`src/rtl/mac_dot_sequencer.sv`:
```
// Dot-product sequencer driving a combinational 5-way muxed-A MAC, one tap per cycle.
// Optional job counter output enabled by defining MAC_DOT_SEQUENCER_JOB_CNT_EN.
module mac_dot_sequencer #(
    parameter int unsigned A_width   = 8,
    parameter int unsigned B_width   = 8,
    parameter int unsigned SUM_width = 22,
    parameter int unsigned N_TAPS    = 5
) (
    input  logic                        clk,
    input  logic                        rst,
    input  logic                        in_valid,
    output logic                        in_ready,
    input  logic [A_width*N_TAPS-1:0]   in_A,
    input  logic [B_width*N_TAPS-1:0]   in_B,
    input  logic [SUM_width-1:0]        in_bias,
    input  logic                        in_TC,
    output logic [2:0]                  mac_select,
    output logic [A_width*5-1:0]        mac_A,
    output logic [B_width-1:0]          mac_B,
    output logic [SUM_width-1:0]        mac_C,
    output logic                        mac_TC,
    input  logic [SUM_width-1:0]        mac_SUM,
    output logic                        out_valid,
    input  logic                        out_ready,
    output logic [SUM_width-1:0]        out_sum
`ifdef MAC_DOT_SEQUENCER_JOB_CNT_EN
    ,
    output logic [15:0]                 job_cnt
`endif
);

    localparam int unsigned MuxTaps = 5;
    localparam logic [2:0]  LastIdx = 3'(N_TAPS - 1);

    typedef enum logic [1:0] {
        StIdle,
        StRun,
        StDone
    } state_e;

    state_e                       state_q, state_d;
    logic [2:0]                   idx_q, idx_d;
    logic [SUM_width-1:0]         acc_q, acc_d;
    logic [SUM_width-1:0]         out_sum_q, out_sum_d;
    logic [A_width*MuxTaps-1:0]   a_q, a_d;
    logic [B_width*N_TAPS-1:0]    b_q, b_d;
    logic                         tc_q, tc_d;
    logic                         out_valid_q, out_valid_d;
`ifdef MAC_DOT_SEQUENCER_JOB_CNT_EN
    logic [15:0]                  job_cnt_q, job_cnt_d;
`endif

    always_ff @(posedge clk) begin
        if (rst) begin
            state_q     <= StIdle;
            idx_q       <= '0;
            acc_q       <= '0;
            out_sum_q   <= '0;
            a_q         <= '0;
            b_q         <= '0;
            tc_q        <= 1'b0;
            out_valid_q <= 1'b0;
        end else begin
            state_q     <= state_d;
            idx_q       <= idx_d;
            acc_q       <= acc_d;
            out_sum_q   <= out_sum_d;
            a_q         <= a_d;
            b_q         <= b_d;
            tc_q        <= tc_d;
            out_valid_q <= out_valid_d;
        end
    end

    always_comb begin
        state_d     = state_q;
        idx_d       = idx_q;
        acc_d       = acc_q;
        out_sum_d   = out_sum_q;
        a_d         = a_q;
        b_d         = b_q;
        tc_d        = tc_q;
        out_valid_d = out_valid_q;
        in_ready    = 1'b0;
        mac_select  = '0;
        mac_B       = '0;
        mac_C       = '0;

        case (state_q)
            StIdle: begin
                in_ready = 1'b1;
                if (in_valid) begin
                    // Unused mux entries above N_TAPS are forced to zero.
                    a_d                       = '0;
                    a_d[A_width*N_TAPS-1:0]   = in_A;
                    b_d                       = in_B;
                    tc_d                      = in_TC;
                    acc_d                     = in_bias;
                    idx_d                     = '0;
                    state_d                   = StRun;
                end
            end
            StRun: begin
                mac_select = idx_q;
                mac_B      = b_q[B_width*idx_q +: B_width];
                mac_C      = acc_q;
                // On the last tap idx and acc freeze so the MAC inputs stay put through DONE.
                if (idx_q == LastIdx) begin
                    out_sum_d   = mac_SUM;
                    out_valid_d = 1'b1;
                    state_d     = StDone;
                end else begin
                    acc_d = mac_SUM;
                    idx_d = idx_q + 3'd1;
                end
            end
            StDone: begin
                mac_select = idx_q;
                mac_B      = b_q[B_width*idx_q +: B_width];
                mac_C      = acc_q;
                if (out_ready) begin
                    out_valid_d = 1'b0;
                    state_d     = StIdle;
                end
            end
            default: state_d = StIdle;
        endcase
    end

    assign mac_A     = a_q;
    assign mac_TC    = tc_q;
    assign out_valid = out_valid_q;
    assign out_sum   = out_sum_q;

`ifdef MAC_DOT_SEQUENCER_JOB_CNT_EN
    always_comb begin
        job_cnt_d = job_cnt_q;
        if (out_valid_q && out_ready) begin
            job_cnt_d = job_cnt_q + 16'd1;
        end
    end

    always_ff @(posedge clk) begin
        if (rst) begin
            job_cnt_q <= '0;
        end else begin
            job_cnt_q <= job_cnt_d;
        end
    end

    assign job_cnt = job_cnt_q;
`endif

endmodule

```
`config.mk`:
```
export PLATFORM = sky130hd
export DESIGN_NAME = mac_dot_sequencer
export DESIGN_NICKNAME = d
export VERILOG_FILES = /design/src/rtl/mac_dot_sequencer.sv
export SDC_FILE = /design/constraint.sdc
export NUM_CORES = 1
export LEC_CHECK = 0
export CAP_MARGIN = 20
export CORE_MARGIN = 1
export CORE_UTILIZATION = 39
export CTS_CLUSTER_DIAMETER = 40
export CTS_CLUSTER_SIZE = 16
export DETAILED_ROUTE_END_ITERATION = 7
export PLACE_DENSITY = 0.76
export SLEW_MARGIN = 20
export SYNTH_ARGS = -nofsm -noshare
export SYNTH_HDL_FRONTEND = slang
export SYNTH_SLANG_ARGS = --single-unit
export TNS_END_PERCENT = 30
```
`constraint.sdc`:
```
create_clock -name clk -period 1.6 [get_ports clk]
set_input_delay 0.24 -clock clk [delete_from_list [all_inputs] [get_ports clk]]
set_output_delay 0.24 -clock clk [all_outputs]
set_load 0.01 [all_outputs]
```
==> flow_summary.ini, run 1 <==
[run_status]
status = finished, violations left
violations = setup timing

[layout]
post-route-util = 0.651
drive_gt1_frac = 0.196
area_delta_synth_final_pct = 61.4
nets = 1032

[power]
combinationalPowerShare = 0.168
power.leakage_nw = 3.53
vdd_ir_drop_max_mv = 0.633
pwr-share-clk = 0.468
total_power_mw = 9.87
p_seq_frac = 0.364
switching_share = 0.234
switching_power_mw = 2.31
powerDensity_nw_per_um2 = 1080
intPower_mw = 7.56

[drt]
met2_length_um = 8140
routed_wl_um = 16700
antenna_left = 0
drc = 0
dr_total_vias = 5295
wl_met1_um = 7200
first_iter_violations = 243
routed.top_layer = met4
dr.pass1.iters = 4
wl_per_cell_um = 15.3
met3_length_um = 1140
via_per_inst = 4.85

[global_routing]
grt_pass1_wl_um = 25900
antenna_found_initial = 0
grt_max_degree = 36
grt_usage = 0.226
grt_overflow = 0
grt_pass1_vias = 5165

[floorplanning]
ios = 227
die_y_um = 122
num_rows = 43
dieArea_um2 = 15000
initial_utilization = 0.403
core_area_um2 = 14000
die_x_um = 122

[cts]
cts_tree = done
clkTransAtPathRegs_ns = 0.06
cts_inserted_buffers = 17
cts-hold-fix-buffers = 0
clock_latency_ns = 0.42
cts-root-buf = clkbuf_16
clock_sinks = 131
h-tree-depth = 4
clockBufferDepth = 2

[yosys]
seq_area_frac_synth = 0.465
ys_ff_latch = 131
synth_ff_type = dfxtp_1
synth_compound_area_frac = 0.188
synth_top_family_by_area = simple AND/OR/NAND/NOR gates
syn-instance-count = 665
ys_warn_count = 0
synth_nets = 799
yosysUniqueCellTypes = 40
synth_mux_area_frac = 0.0776
synthSimpleGateAreaFrac = 0.198
avgSynthCellArea_um2 = 8.49
synth.cell_area_um2 = 5640
synth_xor_area_frac = 0
synth_edf_count = 0
synth-adder-area-share = 0.0111
async_reset_ff_frac = 0

[setup_path]
arrival_ns = 1.86
cp_slowest_cell = dfxtp_2
path_delay_family = simple AND/OR/NAND/NOR gates
start_kind = register
required_ns = 1.36
cp-end-kind = primary output
worst-setup-path-type = register to primary output
path_buf_inv = 2
slowest_delay_ns = 0.33
path_cells = inv_2, ha_4, nor3b_4, nor2b_1, a221o_1, buf_2
worstPathMaxFanout = 8

[run]
maxCapViolations = 0

[sta]
timing.fmax_mhz = 477
relSlewSlack = 0.736
setup_viol_count_final = 33
fin_crit_ns = 2.10
fin_crit_sh = 1.31
fin_worst_skew_ns = 0.0110
rsz0062_at_grt = true
worst_slack_ns = -0.497
worst_slew_pin_slew_ns = 0.385
slew_viol_final = 0
hold_viol_final = 0

[place]
io_buffers = 226
place_congestion = 0.813
dp_hpwl_um = 11500

[hold_path]
hold_class = primary input to register
-- metrics by stage --
step / setup slack, ns / instance area [um^2] / instances / hold slack [ns] / setup TNS, ns
after floorplan: -0.0495 / 5700 / 665 / 0.376 / -0.527
after global placement: -0.548 / 8340 / 1054 / 0.441 / -15.67
after detailed placement: -0.618 / 8340 / 1054 / 0.445 / -19.25
after CTS: -0.503 / 9070 / 1089 / 0.237 / -12.12
after global routing: -0.614 / 9110 / 1090 / 0.258 / -14.20
final: -0.497 / 9110 / 1091 / 0.262 / -11.49
-- per-layer routing --
metal,GRT usage,vias to the layer above
met5,0,-
met4,0.0861,0
met3,0.0655,13
met2,0.377,168
li1,-,2705
met1,0.275,2409
-- synthesized netlist by cell type (3+ instances only) --
cell type  number  area share
nand2_1       211        0.14
dfxtp_1       131        0.46
a21oi_1       128        0.11
mux2i_1        30       0.053
and2_1         24       0.027
a211oi_2       20       0.044
clkbuf_1       16       0.011
buf_2          13       0.012
buf_4          12       0.016
nor2b_1         9       0.010
buf_1           8      0.0053
a221o_1         7       0.012
inv_1           6      0.0040
mux2_4          6       0.016
buf_6           5       0.010
ha_1            5       0.011
mux2_2          3      0.0060
nor3_1          3      0.0027
-- state kept, by name (all words and copies together) (netlist names) --
register and flops:
b_q 40, out_sum 22, acc_q 22, mac_A 40
state_q 2, mac_TC 1, out_valid 1, idx_q 3
-- power groups by stage --
stage | registers, mW | clock network [mW] | logic (mW)
after global routing | 3.61 | 4.85 | 1.79
after CTS | 3.59 | 4.70 | 1.65
after detailed placement | 3.66 | 0 | 1.58
final | 3.59 | 4.62 | 1.66
after global placement | 3.65 | 0 | 1.56
after floorplan | 3.66 | 0 | 0.771
-- worst register-to-register path: stages (launching register included) --
cell and delay [ns]:
dfxtp_2 0.34, inv_2 0.05, buf_4 0.14, ha_4 0.19
mux2_4 0.30, buf_12 0.17, a21oi_2 0.18, a211oi_2 0.06
-- kinds of logic (layout without fill, tap and decap cells) --
group	Yosys count	count (layout)
compound gates	167	167
fa+ha+maj	5	5
buf+inv	61	306
flops	131	131
mux	40	40
other cells	0	1
simple gates	261	261
-- final timing paths --
kind	to	slack [ns]	from	depth (start not counted)
worst min register to register	b_q[15]	0.45	b_q[15]	2
worst max-delay path	mac_B[5]	-0.50	state_q[0]	6
worst min-delay path	out_sum[15]	0.26	rst	2
worst max register to register	acc_q[13]	0.04	state_q[1]	7
-- area by class of cell --
| cell class | instances | area, um^2 |
|---|---|---|
| clock inverters | 12 | 253 |
| inverters | 6 | 22.5 |
| diodes | 1 | 2.50 |
| flip-flops and latches | 131 | 2630 |
| clock buffers | 19 | 453 |
| multi-input cells | 473 | 2810 |
| repair buffers | 269 | 2710 |
| fillers | 1192 | 4880 |
| well taps | 180 | 225 |
-- layout by cell type (no fill, tap or decap), types with 3 or more instances in the layout --
master and count:
a211oi_2 20, dfxtp_1 127, a221o_1 7, bufinv_16 7
nor2b_1 7, buf_2 29, mux2i_1 30, nand2_1 211
clkdlybuf4s50_1 187, mux2_4 6, inv_2 3, clkbuf_16 17
buf_6 4, ha_4 3, buf_4 24, mux2_2 3
buf_12 17, dlymetal6s2s_1 4, and2_1 22, clkinv_4 4
a21oi_2 15, dfxtp_2 3, inv_1 3, a21oi_1 113
nor3_1 3
-- what timing repair did --
item / 4_1_cts / 5_1_grt
setup buffers: 3 / 1
resized for setup: 147 / 27
setup endpoints to repair: 84 / 52
gates cloned: 2 / 0
pin swaps: 1 / 2
(Power assumes the default switching activity.)
==> run 2: changes to the inputs <==
- CORE_ASPECT_RATIO: not set -> 1.1
- SKIP_CTS_REPAIR_TIMING: not set -> 1
- SLEW_MARGIN: 20 -> not set
==> flow_summary.ini, run 2 (synthesis results as in run 1) <==
[layout]
final_common_cell = nand2_1
area_delta_synth_final_pct = 61.2
final_cell_mix = nand2_1 (211), clkdlybuf4s50_1 (188), dfxtp_1 (127)
drive_gt1_frac = 0.211
diodes = 0
nets = 1037
fin_area_um2 = 9100
instances_no_fill = 1104

[setup_path]
rr_endpoint = acc_q[20]
worst-setup-path-type = register to primary output
cp-end-kind = primary output
start_kind = register
ff2ff_path_depth = 7
worstPathMaxFanout = 8
cp-startpoint = state_q[0]
arrival_ns = 1.87
required_ns = 1.36
r2r_slack_ns = 0.01
regToRegStartpoint = state_q[1]
setup.worst_path.end = mac_B[4]

[cts]
clock_latency_ns = 0.42
h-tree-depth = 4
clock_sinks = 131
clockBufferDepth = 2
clkTransAtPathRegs_ns = 0.06
cts_tree = done
cts-root-buf = clkbuf_16
cts_inserted_buffers = 17

[sta]
fin_worst_skew_ns = 0.00657
setup_viol_count_final = 33
worst_slack_ns = -0.509
relSlewSlack = 0.700
slew_viol_final = 0
hold_viol_final = 0
worst_slew_pin_slew_ns = 0.449
fin_crit_sh = 1.32
fin_crit_ns = 2.11
rsz0062_at_grt = true
timing.fmax_mhz = 474

[power]
power.leakage_nw = 3.49
powerDensity_nw_per_um2 = 1020
vdd_ir_drop_max_mv = 0.719

[global_routing]
grt_overflow = 0
grt_max_degree = 54
antenna_found_initial = 0
grt_pass1_vias = 4906
grt_pass1_wl_um = 24700
grt_usage = 0.216

[floorplanning]
die_y_um = 128
num_rows = 45
initial_utilization = 0.404
core_area_um2 = 14000
die_x_um = 117
dieArea_um2 = 15000
ios = 227

[run]
maxCapViolations = 0

[run_status]
status = finished, violations left
violations = setup timing

[drt]
wl_per_cell_um = 16.0
dr_total_vias = 5439
first_iter_violations = 264
drc = 0
antenna_left = 0
routed_wl_um = 17700
dr.pass1.iters = 5
via_per_inst = 4.93

[place]
dp.cells = 1059
place_congestion = 0.825
io_buffers = 226
dp_hpwl_um = 11500
dpl-instance-area_um2 = 8250

[hold_path]
hp-start = rst
hold_class = primary input to register
run 2: cell types whose count changed in the layout (fill, tap and decap cells not counted), sizes merged, moves of 2 or more:
| cell | before | now |
|---|---|---|
| clkdlybuf4s15 | 2 | 0 |
| bufinv | 7 | 3 |
| mux2 | 9 | 12 |
| clkbuf | 19 | 40 |
| clkinv | 4 | 8 |
| buf | 75 | 58 |
run 2: how the worst min path moves through the flow:
stage	end	slack, ns	depth (start not counted)
2_1_floorplan	b_q[22]	0.38	2
3_3_place_gp	b_q[24]	0.44	2
3_5_place_dp	mac_A[17]	0.45	2
4_1_cts	idx_q[2]	0.05	2
5_1_grt	idx_q[2]	0.07	2
6_report	idx_q[2]	0.07	2
run 2: routing by layer:
layer | track usage | wire length [um]
met1 | 0.249 | 7000
met2 | 0.363 | 8830
met3 | 0.0723 | 1500
met4 | 0.0923 | 378
met5 | 0 | 0
run 2: stage by stage:
| stage | util | setup TNS [ns] | power, mW | setup WS, ns | hold WS, ns |
|---|---|---|---|---|---|
| finish | 0.652 | -11.54 | 9.24 | -0.509 | 0.0682 |
| floorplan | - | -0.527 | 4.43 | -0.0495 | 0.376 |
| global placement | 0.591 | -16.81 | 5.18 | -0.569 | 0.439 |
| detailed placement | 0.591 | -20.08 | 5.21 | -0.640 | 0.446 |
| global route | 0.652 | -14.53 | 9.59 | -0.602 | 0.0732 |
| CTS | 0.634 | -34.46 | 9.13 | -1.09 | 0.0524 |
run 2: area by class of cell:
cell class / count / area, um^2
Clock buffer: 19 / 443
Clock inverter: 13 / 160
Fill cell: 1182 / 4860
Inverter: 6 / 22.5
Multi-Input combinational cell: 477 / 2930
Sequential cell: 131 / 2630
Tap cell: 188 / 235
Timing Repair Buffer: 270 / 2680
run 2: power by group:
group          switching, mW  internal [mW]
Sequential             0.127           3.47
Combinational          0.777          0.936
Clock                   1.44           2.48
Total                   2.34           6.90
run 2: critical path, stage by stage (launching register included):
cell	delay [ns]
dfxtp_2	0.33
inv_2	0.05
ha_4	0.29
nor3b_4	0.31
nor2b_4	0.21
a221o_1	0.13
buf_2	0.13
